### src/rtl/bfs_apply_ctrl_pkg.sv
// Shared types and default widths for the BFS apply/gather sequencer and its gather datapath.
package bfs_pkg;

  localparam int unsigned DEF_NODEID_WIDTH = 32;
  localparam int unsigned DEF_LEVEL_WIDTH  = 32;
  localparam int unsigned DEF_ADDR_WIDTH   = 10;
  localparam int unsigned DEF_NUM_NODES    = 1024;
  localparam int unsigned DEF_CNT_WIDTH    = 32;

  // Parent value stored for a node that has never been reached.
  localparam int unsigned UNVISITED_PARENT = 0;

  typedef enum logic [1:0] {
    StIdle,
    StRdWait,
    StGather,
    StEmit
  } state_e;

endpackage

### src/rtl/bfs_apply_ctrl_if.sv
// Bundle of message, state-memory, gather, update and statistics signals around bfs_apply_ctrl.
interface bfs_apply_ctrl_if
  import bfs_pkg::*;
#(
  parameter int unsigned NODEID_WIDTH = DEF_NODEID_WIDTH,
  parameter int unsigned LEVEL_WIDTH  = DEF_LEVEL_WIDTH,
  parameter int unsigned ADDR_WIDTH   = DEF_ADDR_WIDTH,
  parameter int unsigned CNT_WIDTH    = DEF_CNT_WIDTH
) ();

  logic                    msg_valid;
  logic                    msg_ack;
  logic [NODEID_WIDTH-1:0] msg_nodeid;
  logic [NODEID_WIDTH-1:0] msg_sender;
  logic [LEVEL_WIDTH-1:0]  msg_level;

  logic                    rd_en;
  logic [ADDR_WIDTH-1:0]   rd_addr;
  logic [NODEID_WIDTH-1:0] rd_parent;
  logic                    rd_active;

  logic                    g_valid_in;
  logic                    g_state_ack;
  logic [NODEID_WIDTH-1:0] g_nodeid;
  logic [NODEID_WIDTH-1:0] g_sender;
  logic [LEVEL_WIDTH-1:0]  g_level;
  logic [NODEID_WIDTH-1:0] g_state_parent;
  logic                    g_state_active;
  logic                    g_state_valid;
  logic [NODEID_WIDTH-1:0] g_nodeid_out;
  logic [NODEID_WIDTH-1:0] g_parent_out;
  logic                    g_active_out;

  logic                    wr_en;
  logic [ADDR_WIDTH-1:0]   wr_addr;
  logic [NODEID_WIDTH-1:0] wr_parent;
  logic                    wr_active;

  logic                    upd_valid;
  logic                    upd_ack;
  logic [NODEID_WIDTH-1:0] upd_nodeid;
  logic [LEVEL_WIDTH-1:0]  upd_level;

  logic                    busy;
  logic [CNT_WIDTH-1:0]    cnt_msgs;
  logic [CNT_WIDTH-1:0]    cnt_dropped;

  modport master (
    input  msg_valid, msg_nodeid, msg_sender, msg_level,
    output msg_ack,
    output rd_en, rd_addr,
    input  rd_parent, rd_active,
    output g_valid_in, g_state_ack, g_nodeid, g_sender, g_level, g_state_parent, g_state_active,
    input  g_state_valid, g_nodeid_out, g_parent_out, g_active_out,
    output wr_en, wr_addr, wr_parent, wr_active,
    output upd_valid, upd_nodeid, upd_level,
    input  upd_ack,
    output busy, cnt_msgs, cnt_dropped
  );

  modport slave (
    output msg_valid, msg_nodeid, msg_sender, msg_level,
    input  msg_ack,
    input  rd_en, rd_addr,
    output rd_parent, rd_active,
    input  g_valid_in, g_state_ack, g_nodeid, g_sender, g_level, g_state_parent, g_state_active,
    output g_state_valid, g_nodeid_out, g_parent_out, g_active_out,
    input  wr_en, wr_addr, wr_parent, wr_active,
    input  upd_valid, upd_nodeid, upd_level,
    output upd_ack,
    input  busy, cnt_msgs, cnt_dropped
  );

endinterface

### src/rtl/bfs_sat_counter.sv
// Statistics counter that sticks at all-ones instead of wrapping; clear has priority.
module bfs_sat_counter #(
  parameter int unsigned CNT_WIDTH = 32
) (
  input  logic                 i_clk,
  input  logic                 i_clear,
  input  logic                 i_inc,
  output logic [CNT_WIDTH-1:0] o_count
);

  logic [CNT_WIDTH-1:0] r_count;

  always_ff @(posedge i_clk) begin
    if (i_clear) begin
      r_count <= '0;
    end else if (i_inc && (r_count != '1)) begin
      r_count <= r_count + CNT_WIDTH'(1);
    end
  end

  assign o_count = r_count;

endmodule

### src/rtl/bfs_apply_ctrl.sv
// BFS apply-stage sequencer: read node state, run it through gather, write back, announce new visits.
module bfs_apply_ctrl
  import bfs_pkg::*;
#(
  parameter int unsigned NODEID_WIDTH = DEF_NODEID_WIDTH,
  parameter int unsigned LEVEL_WIDTH  = DEF_LEVEL_WIDTH,
  parameter int unsigned ADDR_WIDTH   = DEF_ADDR_WIDTH,
  parameter int unsigned NUM_NODES    = DEF_NUM_NODES,
  parameter int unsigned CNT_WIDTH    = DEF_CNT_WIDTH
) (
  input  logic             sys_clk,
  input  logic             sys_rst,
  bfs_apply_ctrl_if.master bus
);

  state_e                  r_state, w_state_next;
  logic [NODEID_WIDTH-1:0] r_nodeid, r_sender, r_parent, r_wr_parent, r_upd_nodeid;
  logic [LEVEL_WIDTH-1:0]  r_level, r_upd_level;
  logic                    r_active, r_wr_active;

  logic w_in_range, w_msg_ack, w_rd_en, w_gather, w_wr_en, w_upd_valid, w_drop, w_load_upd;

  assign w_in_range = bus.msg_nodeid < NODEID_WIDTH'(NUM_NODES);

  always_comb begin
    w_state_next = r_state;
    w_msg_ack    = 1'b0;
    w_rd_en      = 1'b0;
    w_gather     = 1'b0;
    w_wr_en      = 1'b0;
    w_upd_valid  = 1'b0;
    w_drop       = 1'b0;
    w_load_upd   = 1'b0;
    unique case (r_state)
      StIdle: begin
        w_msg_ack = 1'b1;
        if (bus.msg_valid) begin
          if (w_in_range) begin
            w_rd_en      = 1'b1;
            w_state_next = StRdWait;
          end else begin
            w_drop = 1'b1;
          end
        end
      end
      StRdWait: w_state_next = StGather;
      StGather: begin
        w_gather     = 1'b1;
        w_state_next = StIdle;
        // Without state_valid the gather result is unusable: drop it and write nothing.
        if (bus.g_state_valid) begin
          w_wr_en = 1'b1;
          if (r_parent == NODEID_WIDTH'(UNVISITED_PARENT)) begin
            w_load_upd   = 1'b1;
            w_state_next = StEmit;
          end
        end
      end
      StEmit: begin
        w_upd_valid = 1'b1;
        if (bus.upd_ack) w_state_next = StIdle;
      end
      default: w_state_next = StIdle;
    endcase
    // Reset aborts whatever is in flight, including the write and the update.
    if (sys_rst) begin
      w_state_next = StIdle;
      w_msg_ack    = 1'b0;
      w_rd_en      = 1'b0;
      w_gather     = 1'b0;
      w_wr_en      = 1'b0;
      w_upd_valid  = 1'b0;
      w_drop       = 1'b0;
      w_load_upd   = 1'b0;
    end
  end

  always_ff @(posedge sys_clk) begin
    if (sys_rst) begin
      r_state      <= StIdle;
      r_nodeid     <= '0;
      r_sender     <= '0;
      r_level      <= '0;
      r_parent     <= '0;
      r_active     <= 1'b0;
      r_wr_parent  <= '0;
      r_wr_active  <= 1'b0;
      r_upd_nodeid <= '0;
      r_upd_level  <= '0;
    end else begin
      r_state <= w_state_next;
      if (w_rd_en) begin
        r_nodeid <= bus.msg_nodeid;
        r_sender <= bus.msg_sender;
        r_level  <= bus.msg_level;
      end
      if (r_state == StRdWait) begin
        r_parent <= bus.rd_parent;
        r_active <= bus.rd_active;
      end
      if (w_wr_en) begin
        r_wr_parent <= bus.g_parent_out;
        r_wr_active <= bus.g_active_out;
      end
      if (w_load_upd) begin
        r_upd_nodeid <= r_nodeid;
        r_upd_level  <= r_level + LEVEL_WIDTH'(1);
      end
    end
  end

  assign bus.msg_ack        = w_msg_ack;
  assign bus.rd_en          = w_rd_en;
  assign bus.rd_addr        = bus.msg_nodeid[ADDR_WIDTH-1:0];
  assign bus.g_valid_in     = w_gather;
  assign bus.g_state_ack    = w_gather;
  assign bus.g_nodeid       = r_nodeid;
  assign bus.g_sender       = r_sender;
  assign bus.g_level        = r_level;
  assign bus.g_state_parent = r_parent;
  assign bus.g_state_active = r_active;
  assign bus.wr_en          = w_wr_en;
  assign bus.wr_addr        = r_nodeid[ADDR_WIDTH-1:0];
  // Gather is combinational on registered inputs, so its result is stable throughout GATHER.
  assign bus.wr_parent      = (r_state == StGather) ? bus.g_parent_out : r_wr_parent;
  assign bus.wr_active      = (r_state == StGather) ? bus.g_active_out : r_wr_active;
  assign bus.upd_valid      = w_upd_valid;
  assign bus.upd_nodeid     = r_upd_nodeid;
  assign bus.upd_level      = r_upd_level;
  assign bus.busy           = (r_state != StIdle) && !sys_rst;

  bfs_sat_counter #(
    .CNT_WIDTH(CNT_WIDTH)
  ) u_cnt_msgs (
    .i_clk  (sys_clk),
    .i_clear(sys_rst),
    .i_inc  (w_wr_en),
    .o_count(bus.cnt_msgs)
  );

  bfs_sat_counter #(
    .CNT_WIDTH(CNT_WIDTH)
  ) u_cnt_dropped (
    .i_clk  (sys_clk),
    .i_clear(sys_rst),
    .i_inc  (w_drop),
    .o_count(bus.cnt_dropped)
  );

endmodule

### src/flat_wrapper.sv
// flat-port wrapper written by rule: the top's interface ports become plain ports
module bfs_apply_ctrl_flat import bfs_pkg::*;
#(
  parameter int unsigned NODEID_WIDTH = DEF_NODEID_WIDTH,
  parameter int unsigned LEVEL_WIDTH  = DEF_LEVEL_WIDTH,
  parameter int unsigned ADDR_WIDTH   = DEF_ADDR_WIDTH,
  parameter int unsigned NUM_NODES    = DEF_NUM_NODES,
  parameter int unsigned CNT_WIDTH    = DEF_CNT_WIDTH
)
  (sys_clk, sys_rst, bus_msg_valid, bus_msg_nodeid, bus_msg_sender, bus_msg_level, bus_msg_ack, bus_rd_en, bus_rd_addr, bus_rd_parent, bus_rd_active, bus_g_valid_in, bus_g_state_ack, bus_g_nodeid, bus_g_sender, bus_g_level, bus_g_state_parent, bus_g_state_active, bus_g_state_valid, bus_g_nodeid_out, bus_g_parent_out, bus_g_active_out, bus_wr_en, bus_wr_addr, bus_wr_parent, bus_wr_active, bus_upd_valid, bus_upd_nodeid, bus_upd_level, bus_upd_ack, bus_busy, bus_cnt_msgs, bus_cnt_dropped);
  bfs_apply_ctrl_if #(.NODEID_WIDTH(NODEID_WIDTH), .LEVEL_WIDTH(LEVEL_WIDTH), .ADDR_WIDTH(ADDR_WIDTH), .CNT_WIDTH(CNT_WIDTH)) bus_i ();
  input  logic sys_clk;
  input  logic sys_rst;
  input wire logic [$bits(bus_i.msg_valid)-1:0] bus_msg_valid;
  input wire logic [$bits(bus_i.msg_nodeid)-1:0] bus_msg_nodeid;
  input wire logic [$bits(bus_i.msg_sender)-1:0] bus_msg_sender;
  input wire logic [$bits(bus_i.msg_level)-1:0] bus_msg_level;
  output wire logic [$bits(bus_i.msg_ack)-1:0] bus_msg_ack;
  output wire logic [$bits(bus_i.rd_en)-1:0] bus_rd_en;
  output wire logic [$bits(bus_i.rd_addr)-1:0] bus_rd_addr;
  input wire logic [$bits(bus_i.rd_parent)-1:0] bus_rd_parent;
  input wire logic [$bits(bus_i.rd_active)-1:0] bus_rd_active;
  output wire logic [$bits(bus_i.g_valid_in)-1:0] bus_g_valid_in;
  output wire logic [$bits(bus_i.g_state_ack)-1:0] bus_g_state_ack;
  output wire logic [$bits(bus_i.g_nodeid)-1:0] bus_g_nodeid;
  output wire logic [$bits(bus_i.g_sender)-1:0] bus_g_sender;
  output wire logic [$bits(bus_i.g_level)-1:0] bus_g_level;
  output wire logic [$bits(bus_i.g_state_parent)-1:0] bus_g_state_parent;
  output wire logic [$bits(bus_i.g_state_active)-1:0] bus_g_state_active;
  input wire logic [$bits(bus_i.g_state_valid)-1:0] bus_g_state_valid;
  input wire logic [$bits(bus_i.g_nodeid_out)-1:0] bus_g_nodeid_out;
  input wire logic [$bits(bus_i.g_parent_out)-1:0] bus_g_parent_out;
  input wire logic [$bits(bus_i.g_active_out)-1:0] bus_g_active_out;
  output wire logic [$bits(bus_i.wr_en)-1:0] bus_wr_en;
  output wire logic [$bits(bus_i.wr_addr)-1:0] bus_wr_addr;
  output wire logic [$bits(bus_i.wr_parent)-1:0] bus_wr_parent;
  output wire logic [$bits(bus_i.wr_active)-1:0] bus_wr_active;
  output wire logic [$bits(bus_i.upd_valid)-1:0] bus_upd_valid;
  output wire logic [$bits(bus_i.upd_nodeid)-1:0] bus_upd_nodeid;
  output wire logic [$bits(bus_i.upd_level)-1:0] bus_upd_level;
  input wire logic [$bits(bus_i.upd_ack)-1:0] bus_upd_ack;
  output wire logic [$bits(bus_i.busy)-1:0] bus_busy;
  output wire logic [$bits(bus_i.cnt_msgs)-1:0] bus_cnt_msgs;
  output wire logic [$bits(bus_i.cnt_dropped)-1:0] bus_cnt_dropped;
  assign bus_i.msg_valid = bus_msg_valid;
  assign bus_i.msg_nodeid = bus_msg_nodeid;
  assign bus_i.msg_sender = bus_msg_sender;
  assign bus_i.msg_level = bus_msg_level;
  assign bus_msg_ack = bus_i.msg_ack;
  assign bus_rd_en = bus_i.rd_en;
  assign bus_rd_addr = bus_i.rd_addr;
  assign bus_i.rd_parent = bus_rd_parent;
  assign bus_i.rd_active = bus_rd_active;
  assign bus_g_valid_in = bus_i.g_valid_in;
  assign bus_g_state_ack = bus_i.g_state_ack;
  assign bus_g_nodeid = bus_i.g_nodeid;
  assign bus_g_sender = bus_i.g_sender;
  assign bus_g_level = bus_i.g_level;
  assign bus_g_state_parent = bus_i.g_state_parent;
  assign bus_g_state_active = bus_i.g_state_active;
  assign bus_i.g_state_valid = bus_g_state_valid;
  assign bus_i.g_nodeid_out = bus_g_nodeid_out;
  assign bus_i.g_parent_out = bus_g_parent_out;
  assign bus_i.g_active_out = bus_g_active_out;
  assign bus_wr_en = bus_i.wr_en;
  assign bus_wr_addr = bus_i.wr_addr;
  assign bus_wr_parent = bus_i.wr_parent;
  assign bus_wr_active = bus_i.wr_active;
  assign bus_upd_valid = bus_i.upd_valid;
  assign bus_upd_nodeid = bus_i.upd_nodeid;
  assign bus_upd_level = bus_i.upd_level;
  assign bus_i.upd_ack = bus_upd_ack;
  assign bus_busy = bus_i.busy;
  assign bus_cnt_msgs = bus_i.cnt_msgs;
  assign bus_cnt_dropped = bus_i.cnt_dropped;
  bfs_apply_ctrl #(.NODEID_WIDTH(NODEID_WIDTH), .LEVEL_WIDTH(LEVEL_WIDTH), .ADDR_WIDTH(ADDR_WIDTH), .NUM_NODES(NUM_NODES), .CNT_WIDTH(CNT_WIDTH)) u_core (.sys_clk(sys_clk), .sys_rst(sys_rst), .bus(bus_i));
endmodule
### config.mk
export PLATFORM = sky130hd
export DESIGN_NAME = bfs_apply_ctrl_flat
export DESIGN_NICKNAME = d
export VERILOG_FILES = /design/src/rtl/bfs_apply_ctrl_pkg.sv /design/src/rtl/bfs_apply_ctrl_if.sv /design/src/rtl/bfs_sat_counter.sv /design/src/rtl/bfs_apply_ctrl.sv /design/src/flat_wrapper.sv
export SDC_FILE = /design/constraint.sdc
export NUM_CORES = 1
export LEC_CHECK = 0
export ABC_CLOCK_PERIOD_IN_PS = 2300
export CAP_MARGIN = 20
export CORE_ASPECT_RATIO = 0.5
export CORE_MARGIN = 2
export CORE_UTILIZATION = 40
export CTS_BUF_LIST = sky130_fd_sc_hd__clkbuf_4
export DETAILED_ROUTE_END_ITERATION = 6
export PLACE_DENSITY = 0.82
export SKIP_LAST_GASP = 1
export SLEW_MARGIN = 20
export SYNTH_ARGS = -nofsm -noshare
export SYNTH_HDL_FRONTEND = slang
export SYNTH_SLANG_ARGS = --single-unit
export TNS_END_PERCENT = 100
### constraint.sdc
create_clock -name sys_clk -period 2.3 [get_ports sys_clk]
set_input_delay 0.46 -clock sys_clk [delete_from_list [all_inputs] [get_ports sys_clk]]
set_output_delay 0.46 -clock sys_clk [all_outputs]
set_load 0.02 [all_outputs]
Word level (Yosys, flattened, before mapping):

Index checks and enable logic that the tools add are counted.

* add/sub/neg operators: 3
* magnitude comparators: 1
* equality and inequality tests: 8
* mux-type cells: 29
* reduce and logical (&&, ||, !) cells: 8

Operator list (number)
* $add 32x1->32 const B: 3
* $ne 32x32->1 const B: 2
* $logic_not 32->1: 1
* $lt 32x11->1 const B: 1
* $mux 32: 1
* $mux 1: 22
* $mux 2: 5
* $pmux 2 s4: 1
* $eq 2x2->1 const B: 2
* $ne 2x2->1 const B: 2
* $logic_and 1x1->1: 3
* $reduce_and 3->1: 1
* $eq 2x1->1 const B: 1
* $logic_not 2->1: 1
* $ne 2x1->1 const B: 1
* $reduce_bool 2->1: 1
* $logic_not 1->1: 1

* bits in registers: 292
* input bits: 199
* output and inout bits: 317

Depth between registers and ports, before layout:

Gate-level depths: netlist of run 1.

* depth after elaboration: 6
* gate-level depth with buffers: 9
* depth with buffers taken out: 6

Cells and area by module:

From an unflattened synthesis of run 1, not the netlist that was laid out.

* cell total of the unflattened synthesis: 1408
* area, all modules: 12497.0 um^2

Modules (own cells, without submodules)
* bfs_apply_ctrl: instances 1, cells an instance 1010, area each 9148.8 um^2
* bfs_sat_counter: instances 2, cells an instance 199, area each 1674.1 um^2

Worst setup path before layout of run 1:

Ideal clock, no wire load.

* path type: input to register
* from: input sys_rst
* to: register u_core.u_cnt_dropped.r_count[23], in the netlist u_core.u_cnt_dropped.o_count[23]
* setup time: 0.121 ns
* data arrival time: 2.450 ns
* path slack: -0.271 ns
* stages: 7
* buffers on the path: 2
* cells stage by stage: clkbuf_1 -> nor3_1 -> and2_1 -> o2111ai_1 -> clkbuf_1 -> nor4_1 -> mux2_2

* word-level cells in the longest chain between the ends: 2

Ends and longest elaborated chain
* start: declaration: RTL line flat_wrapper.sv:13 `input logic sys_rst;`
* $mux 1: RTL line bfs_apply_ctrl.sv:66 `if (sys_rst) begin`
* $logic_and 1x1->1: RTL line bfs_sat_counter.sv:16 `end else if (i_inc && (r_count != '1)) begin`
* end signal: assignment: RTL line bfs_sat_counter.sv:17 `r_count <= r_count + CNT_WIDTH'(1);`
* end: declaration: RTL line bfs_sat_counter.sv:11 `logic [CNT_WIDTH-1:0] r_count;`

Parallel ways exist; a longest one is shown, timed or not.
A chain may end at the register's enable or synchronous reset.

Final worst setup path of run 1:

* from: register u_core.r_state[1]
* to: output bus_rd_en

* word-level cells in the longest chain between the ends: 3

Ends and longest elaborated chain
* start: declaration: RTL line bfs_apply_ctrl.sv:16 `state_e r_state, w_state_next;`
* start signal: assignment: RTL line bfs_apply_ctrl.sv:80 `r_state <= StIdle;`
* start signal: assignment: RTL line bfs_apply_ctrl.sv:91 `r_state <= w_state_next;`
* $logic_not 2->1: RTL line bfs_apply_ctrl.sv:34 `unique case (r_state)`
* $mux 1: RTL line bfs_apply_ctrl.sv:34
* $mux 1: RTL line bfs_apply_ctrl.sv:66
* end: declaration: RTL line flat_wrapper.sv:19 `output wire logic [$bits(bus_i.rd_en)-1:0] bus_rd_en;`

No other way between the ends.

==> reports/qor.txt, run 1 <==
Worst Slack Setup Final: -0.3097 ns
crit path kind: reg2out
initial core utilization: 40.66%
Fin. Hold Viols: 0
CP startpoint kind: register
WP data required: 1.84 ns
critical path data arrival time: 2.15 ns
row count: 45
type of the most critical hold path: in2reg
combinational power share: 5.1%
largest net degree at the start of global routing: 156
Async SR Flop Fraction: 0%
CP peak stage delay: 0.40 ns
violation count after the first detailed-routing iteration: 914
Fin Setup TNS: -7.582 ns
post-synth top area share: 47.47%
clock share of power: 44.6%
failing checks: setup timing
average routed wire per standard cell: 18.56 um
Sequential Power Share: 50.3%
Slew @ Worst Pin: 0.7540 ns
core area: 30290 sq um
sw frac: 24.09%
width of the die: 252.2 um
final period utilization: 113.5%
max-slew violations: 0
router iterations before antenna repair: 6
CTS buffer count: 70
crit path time final: 2.610 ns
clock slew at reported path FFs: 0.08 ns
mux cell area share after synthesis: 9.855%
Congestion Overflow GR: 0
Rel. slew slack: 49.73%
worst-path maximum fanout: 4
largest family of logic cells by synthesized area: simple AND/OR/NAND/NOR gates
MaxCap Viol Count: 0
outcome: finished with violations
root buf cell: clkbuf_4
footprint of the multi-input gates: 6138 sq um
synthesized flop and latch total: 292
Critical Path Sink Type: primary output
first-pass GRT wire length: 65470 um
Post-Synthesis Net Count: 1627
Clock Path Buffers: 3
WP buf/inv: 2
Synth Area in Compound Gates: 12.04%
Layout Cells excl Fill: 2418
share of cells above drive strength 1: 15.96%
DIE AREA: 32290 sq um
Detailed Place HPWL: 30710 um
clock tree skew after final layout: 0.04996 ns
CTS tree: done
final WL: 44870 um
P&R area growth vs syn: 57.02%
vias: 12710
Final Util: 63.84%
vias per inst: 5.256
largest cells by area after synthesis: dfxtp_1 (47%), nand2_1 (7.3%), mux2i_1 (6.0%), a21oi_1 (4.5%), nor2_1 (4.3%)
Int Power: 7.630 mW
fillers: 2441
RSZ-0062 raised after global routing: yes
setup violators final: 36
Simple-Gate Fraction of Synth Area: 23.28%
Leak: 7.779 nW
sw power: 2.421 mW
maximum VDD drop: 0.4139 mV
Synth Area in Adders: 0.3048%
post-route DRC violation count: 0
area leader, netlist: dfxtp_1
delay-heaviest family, CP: simple AND/OR/NAND/NOR gates
IO Pins: 516
Antenna Nets Post-Route: 0
Final Cell Area: 19340 sq um
Main synth FF type: dfxtp_1
Tot Pwr: 10.05 mW
Die H: 128.1 um
Worst path slowest cell: nor3_4
nets@finish: 2170
DP Cell Count: 2281
vias in the first global route: 11802
PD cells: 519.8 nW/um^2
Peak Freq: 383.2 MHz
Total Routing Usage GR: 25.72%
cts hold-fix bufs: 0
mapped cell area: 12320 sq um
Syn Inst Count: 1425
Seq/Total Area, Yosys: 47.47%
worst-skew pair later-pin latency: 0.73 ns
port bufs: 483
Avg Synthesized Cell Area: 8.642 sq um
GP Congestion: 0.8848
number of synthesized flops with an enable pin: 0
CP Cell Sequence: nor3_4 -> nand2_2 -> nor3_4 -> buf_6 -> buf_6
Netlist cell types: 49
initial antenna violation count: 1
H-tree depth: 3
Post-Synth XOR/XNOR Area: 2.276%
CTS Sinks: 292
register area: 5861 sq um
Ys Warns: 0
Post-Place Cell Area: 17920 sq um
-- cells in the final DEF, fill, tap and decap left out, types with 41 or more instances in the layout --
cell             count
nor2_1             142
buf_6               41
mux2i_1             74
a21oi_1            109
clkdlybuf4s50_1    310
dfxtp_1            284
o21ai_0             55
buf_4               77
dlygate4sd2_1       93
clkbuf_4            95
nand2_1            238
-- state kept, by name (all words and copies together), names as in the netlist --
signal / cells
u_core.bus.g_state_active: 1
u_core.bus.g_sender: 32
u_core.bus.g_level: 32
u_core.bus.g_state_parent: 32
u_core.bus.upd_nodeid: 32
u_core.r_wr_active: 1
u_core.u_cnt_dropped.o_count: 32
u_core.r_state: 2
u_core.bus.g_nodeid: 32
u_core.r_wr_parent: 32
u_core.u_cnt_msgs.o_count: 32
u_core.bus.upd_level: 32
-- logic make-up after synthesis --
family          Yosys count
simple gates            605
flops                   292
compound gates          251
buf+inv                 126
mux                     116
xor+xnor                 32
fa+ha+maj                 3
-- synthesized netlist by cell type (9+ instances only) --
library cell and instances:
or4_1 22, and2_1 29, a211oi_1 30, nor2_1 142
o21ai_0 56, a21oi_1 111, mux2_2 39, buf_2 15
buf_1 9, or3_1 26, buf_4 24, o31ai_1 20
clkbuf_1 62, nor4_1 23, nand2_1 239, xnor2_1 19
inv_1 14, nor2b_1 9, dfxtp_1 292, nor3_1 21
nand3_1 31, nand4_1 33, mux2i_1 74, xor2_1 13
-- worst paths after layout --
path / from / to / slack (ns) / depth (start not counted)
worst max-delay path: u_core.r_state[1] / bus_rd_en / -0.31 / 5
worst min-delay path: sys_rst / u_core.r_state[1] / 0.21 / 4
worst max register to register: u_core.r_state[1] / u_core.bus.g_sender[5] / 0.06 / 8
worst min register to register: u_core.bus.upd_nodeid[4] / u_core.bus.upd_nodeid[4] / 0.45 / 2
-- final cells by class --
cell class,instances,share of cell area [%]
clock buffer,95,3.688
inverter,15,0.3041
tap,399,2.582
antenna,1,0.01294
clock inverter,27,0.9706
sequential,292,30.31
timing repair buffer,582,30.39
multi-input combinational,1007,31.74
-- worst min-delay path, delay by kind of cell --
family | cells | cell delay, ns
buffers and inverters | 3 | 0.39
AO/OA/AOI/OAI | 1 | 0.05
-- routing by layer --
metal	global-route usage (%)	vias to the layer above	wire [um]	part of all wire (%)
li1	-	6119	-	-
met1	31.97	6012	18830	42
met2	42.96	446	21800	49
met3	5.523	133	2325	5.2
met4	12.08	0	1923	4.3
met5	0	-	0	0
-- power groups by stage --
stage / clock network (mW) / logic, mW / registers, mW
detailed placement: 0 / 0.495 / 5.17
global placement: 0 / 0.489 / 5.17
floorplan: 0 / 0.122 / 5.18
CTS: 4.55 / 0.500 / 5.05
global route: 4.85 / 0.538 / 5.05
finish: 4.49 / 0.511 / 5.05
-- timing repair --
action,in CTS,in global routing
resized for setup,308,133
endpoints found under the setup margin,208,98
cloned,4,3
pin swaps,3,6
setup buffers,4,6
-- through the flow --
step | hold slack (ns) | worst slack [ns]
floorplan | 0.4335 | 0.001668
global placement | 0.4412 | -0.7755
detailed placement | 0.4460 | -0.7615
CTS | 0.1450 | -0.3356
global route | 0.1528 | -0.3774
finish | 0.2085 | -0.3097
Note: power is estimated with default switching activity, not from simulation.
==> run 2, diff against run 1 <==
Settings changed: ABC_CLOCK_PERIOD_IN_PS 2300 to 2700, CORE_MARGIN 2 to 8, CORE_UTILIZATION 40 to 44, PLACE_DENSITY 0.82 to 0.85.
Clock period 2.3 ns to 2.7 ns, I/O delays scaled along.
==> run 2 against run 1 <==
Net effect:
- the run still ends with setup timing left
- via count decreased by 2.1%
- clock skew is 0.0016 ns higher
- critical path type unchanged
- register-to-register slack gained 0.19 ns
- critical endpoint is now bus_wr_parent[17]
==> reports/qor.txt, run 2 (same netlist as run 1, synthesis figures left out) <==
outcome: finished with violations
failing checks: setup timing
critical path data arrival time: 2.17 ns (+0.02 ns)
vias per inst: 5.282 (+0.48%)
Slew @ Worst Pin: 0.6611 ns (-0.09297 ns)
vias: 12449 (-2.1%)
type of the most critical hold path: in2reg
Congestion Overflow GR: 0 (unchanged)
WP data required: 2.16 ns (+0.32 ns)
Leak: 6.331 nW (-19%)
CP startpoint kind: register
crit path time final: 2.706 ns
Peak Freq: 369.5 MHz
fillers: 2136 (-12%)
IO Pins: 516 (unchanged)
most frequent cells in the layout: clkdlybuf4s50_1 (443), dfxtp_1 (290), nand2_1 (239)
CTS buffer count: 68 (-2.9%)
worst-skew pair later-pin latency: 0.72 ns (about the same)
Tot Pwr: 8.392 mW (-17%)
clock slew at reported path FFs: 0.07 ns (about the same)
average routed wire per standard cell: 18.73 um (+0.95%)
Clock Path Buffers: 3 (unchanged)
row count: 43 (-4.4%)
first-pass GRT wire length: 67250 um (+2.7%)
DP Cell Count: 2224 (-2.5%)
P&R area growth vs syn: 52.08%
hold_ws: 0.3801 ns (+0.1716 ns)
violation count after the first detailed-routing iteration: 815 (-11%)
Rel. slew slack: 55.52% (+5.8 points)
Fin. Hold Viols: 0 (unchanged)
router iterations before antenna repair: 7 (+1)
width of the die: 252.6 um (+0.18%)
worst-path maximum fanout: 5 (+1)
Die H: 134.3 um (+4.9%)
Antenna Nets Post-Route: 0 (unchanged)
nets@finish: 2126 (-2.0%)
initial core utilization: 44.62% (+4.0 points)
setup violators final: 2 (-94%)
final period utilization: 100.2%
core area: 27600 sq um (-8.9%)
Critical Path Sink Type: primary output
Total Routing Usage GR: 24.52% (-1.2 points)
clock tree skew after final layout: 0.05153 ns (+0.001570 ns)
share of cells above drive strength 1: 13.32% (-2.6 points)
CTS Sinks: 292 (unchanged)
H-tree depth: 3 (unchanged)
port bufs: 483 (unchanged)
Fin Setup TNS: -0.009188 ns (+7.573 ns)
crit path kind: reg2out
Layout Cells excl Fill: 2357 (-2.5%)
root buf cell: clkbuf_4
CTS tree: done
post-route DRC violation count: 0 (unchanged)
Worst Slack Setup Final: -0.006124 ns (+0.3035 ns)
Detailed Place HPWL: 31560 um (+2.7%)
maximum VDD drop: 0.3447 mV (-17%)
final WL: 44160 um (-1.6%)
DIE AREA: 33920 sq um (+5.0%)
leading cell type in the layout, fill and taps excluded: clkdlybuf4s50_1
vias in the first global route: 11893 (+0.77%)
PD cells: 448.1 nW/um^2 (-14%)
max-slew violations: 0 (unchanged)
MaxCap Viol Count: 0 (unchanged)
initial antenna violation count: 1 (unchanged)
RSZ-0062 raised after global routing: yes
GP Congestion: 0.8990 (+1.6%)
largest net degree at the start of global routing: 118 (-24%)
[run 2: layer usage]
metal | global-route usage (%) | routed length (um) | vias up
li1 | - | - | 6029
met3 | 5.619 | 2598 | 97
met2 | 43.55 | 22690 | 439
met1 | 28.31 | 17470 | 5884
met5 | 0 | 0 | -
met4 | 10.11 | 1403 | 0
[run 2: metrics by stage]
| step | setup WS, ns | cell area (sq um) | utilization (%) |
|---|---|---|---|
| 3_5_place_dp | -0.2014 | 17600 | 63.77 |
| 5_1_grt | -0.09246 | 18730 | 67.86 |
| 2_1_floorplan | 0.04881 | 12320 | - |
| 4_1_cts | -0.07808 | 18680 | 67.68 |
| 6_report | -0.006124 | 18730 | 67.86 |
| 3_3_place_gp | -0.1936 | 17600 | 63.77 |
[run 2: what timing repair did]
action	4_1_cts	5_1_grt
gates resized for setup	197	23
setup buffers	5	2
endpoints found under the hold margin	2	0
setup endpoints to repair	39	39
hold buffers	1	0
cloned	4	1
[run 2: worst paths after layout]
check        cells after the start                       endpoint  slack, ns                       from
max                              6              bus_wr_parent[17]     -0.006          u_core.r_state[1]
min                              3  u_core.bus.g_state_parent[19]       0.38          bus_rd_parent[19]
max reg2reg                      7       u_core.bus.upd_level[30]       0.25      u_core.bus.g_level[0]
min reg2reg                      2      u_core.bus.upd_nodeid[15]       0.45  u_core.bus.upd_nodeid[15]
[run 2: critical path: stages, from the launching register on]
cell and delay (ns):
dfxtp_4 0.36, nor2b_4 0.22, buf_6 0.14, buf_12 0.12, buf_16 0.13, mux2_2 0.33
buf_2 0.16
[run 2: area by class of cell]
class / count / area, sq um / area share [%]
multi-input combinational: 1007 / 5968 / 31.87
sequential: 292 / 5853 / 31.25
timing repair buffer: 540 / 5490 / 29.31
clock buffer: 104 / 780.7 / 4.169
tap: 382 / 478.0 / 2.552
clock inverter: 16 / 100.1 / 0.5344
inverter: 15 / 56.30 / 0.3006
antenna: 1 / 2.502 / 0.01336
[run 2: where the power goes]
part	internal, mW	total (mW)	switching [mW]
logic	0.252	0.412	0.159
clock network	1.86	3.67	1.81
registers	4.30	4.31	0.00371
==> run 3, diff against run 2 <==
Settings changed: CTS_BUF_LIST sky130_fd_sc_hd__clkbuf_4 to sky130_fd_sc_hd__clkbuf_8, HOLD_SLACK_MARGIN set to 0.03, SLEW_MARGIN 20 to 30.
==> run 3 against run 2 <==
Net effect:
- the run now ends clean
- register-to-register slack about the same
- die area unchanged
- final area down 1.4%
- critical path depth down 1
- fmax up 1.2%
- largest cell class unchanged
- largest power group unchanged
==> reports/qor.txt, run 3 (same netlist as run 1, synthesis figures left out) <==
outcome: finished, final reports clean
CP startpoint kind: primary input
port bufs: 483 (unchanged)
Detailed Place HPWL: 31560 um (unchanged)
Peak Freq: 374.0 MHz (+1.2%)
IO Pins: 516 (unchanged)
maximum VDD drop: 0.4389 mV (+27%)
clock tree skew after final layout: 0.03553 ns (-0.01600 ns)
crit path kind: in2out
router iterations before antenna repair: 5 (-2)
CTS tree: done
setup violators final: 0 (-2)
type of the most critical hold path: in2reg
vias: 12075 (-3.0%)
Antenna Nets Post-Route: 0 (unchanged)
cts hold-fix bufs: 0 (-1)
MaxCap Viol Count: 0 (unchanged)
worst-skew pair later-pin latency: 0.58 ns (-0.14 ns)
Clock Path Buffers: 3 (unchanged)
dpl ws: -0.2014 ns (unchanged)
WP data required: 2.16 ns (about the same)
largest net degree at the start of global routing: 118 (unchanged)
post-route DRC violation count: 0 (unchanged)
PD cells: 460.4 nW/um^2 (+2.7%)
ANT cells: 0 (-1)
final WL: 43160 um (-2.3%)
register area: 5851 sq um (about the same)
CTS buffer count: 42 (-38%)
hold_ws: 0.1832 ns (-0.1969 ns)
Layout Cells excl Fill: 2299 (-2.5%)
Rel. slew slack: 56.20% (+0.68 points)
leading cell type in the layout, fill and taps excluded: clkdlybuf4s50_1
P&R area growth vs syn: 49.91%
initial antenna violation count: 0 (-1)
Die H: 134.3 um (unchanged)
GP Congestion: 0.8990 (unchanged)
fillers: 2188 (+2.4%)
most frequent cells in the layout: clkdlybuf4s50_1 (446), dfxtp_1 (290), nand2_1 (239)
Leak: 6.241 nW (-1.4%)
width of the die: 252.6 um (unchanged)
H-tree depth: 2 (-1)
initial core utilization: 44.62% (unchanged)
worst-path maximum fanout: 2 (-3)
Congestion Overflow GR: 0 (unchanged)
vias per inst: 5.252 (-0.56%)
violation count after the first detailed-routing iteration: 749 (-8.1%)
first-pass GRT wire length: 65650 um (-2.4%)
clock slew at reported path FFs: 0.07 ns (about the same)
core area: 27600 sq um (unchanged)
footprint of the multi-input gates: 5918 sq um (-0.84%)
Fin. Hold Viols: 0 (unchanged)
Total Routing Usage GR: 23.76% (-0.76 points)
critical path data arrival time: 2.13 ns (-0.04 ns)
Worst Slack Setup Final: 0.02620 ns (+0.03233 ns)
DP Cell Count: 2224 (unchanged)
root buf cell: clkbuf_8
Slew @ Worst Pin: 0.6570 ns (-0.004086 ns)
crit path time final: 2.674 ns (-0.03233 ns)
share of cells above drive strength 1: 9.546% (-3.8 points)
final period utilization: 99.03% (-1.2 points)
vias in the first global route: 11473 (-3.5%)
Critical Path Sink Type: primary output
row count: 43 (unchanged)
average routed wire per standard cell: 18.77 um (+0.19%)
nets@finish: 2090 (-1.7%)
DIE AREA: 33920 sq um (unchanged)
max-slew violations: 0 (unchanged)
CTS Sinks: 292 (unchanged)
-- run 3: cell types whose count changed in the layout (fill, tap and decap cells not counted), moves of 5 or more --
cell,previous run,this run
clkbuf_4,104,0
clkbuf_8,0,52
buf_6,24,1
dlygate4sd2_1,3,21
mux2_2,24,39
mux2_4,15,0
clkbuf_2,0,14
inv_1,13,25
buf_2,11,1
clkinv_1,7,0
buf_4,38,33
-- run 3: metal layers --
metal / GRT usage [%] / routed length, um
met3: 4.325 / 2246
met4: 8.032 / 1157
met2: 42.63 / 22320
met5: 0 / 0
met1: 28.42 / 17430
-- run 3: cell type report --
cell class | instances | share of cell area, %
inverter | 15 | 0.3050
clock buffer | 52 | 3.876
sequential | 292 | 31.69
tap | 382 | 2.589
multi-input combinational | 1007 | 32.05
timing repair buffer | 530 | 28.54
clock inverter | 21 | 0.9420
-- run 3: worst paths after layout --
| path | startpoint | slack (ns) | endpoint | cells past startpoint |
|---|---|---|---|---|
| worst max-delay path | bus_msg_nodeid[22] | 0.03 | bus_rd_en | 5 |
| worst min-delay path | sys_rst | 0.18 | u_core.r_state[0] | 2 |
| worst max register to register | u_core.bus.g_level[0] | 0.26 | u_core.bus.upd_level[30] | 7 |
| worst min register to register | u_core.bus.upd_nodeid[15] | 0.45 | u_core.bus.upd_nodeid[15] | 2 |
-- run 3: where the power goes --
part	internal (mW)	switching, mW	leakage (nW)
clock network	2.03	1.75	0.502
registers	4.31	0.00367	2.35
logic	0.252	0.159	3.39
-- run 3: critical path, cell delays in order --
cell and delay (ns):
clkdlybuf4s50_1 0.44, nor4_2 0.39, nand4_1 0.20, nor3_2 0.19
dlygate4sd2_1 0.36
-- run 3: stage by stage --
stage	setup TNS (ns)	util (%)	power (mW)	area, sq um
after detailed placement	-9.184	63.77	4.816	17600
after global routing	-0.01490	66.89	8.806	18460
after CTS	-0.02229	67.07	8.582	18510
after floorplan	0	-	4.515	12320
final	0	66.89	8.500	18460
after global placement	-7.313	63.77	4.812	17600
-- run 3: timing repair --
action,CTS,global route
setup endpoints to repair,36,21
buffers inserted,1,0
gates resized for setup,45,31
gates cloned,1,0
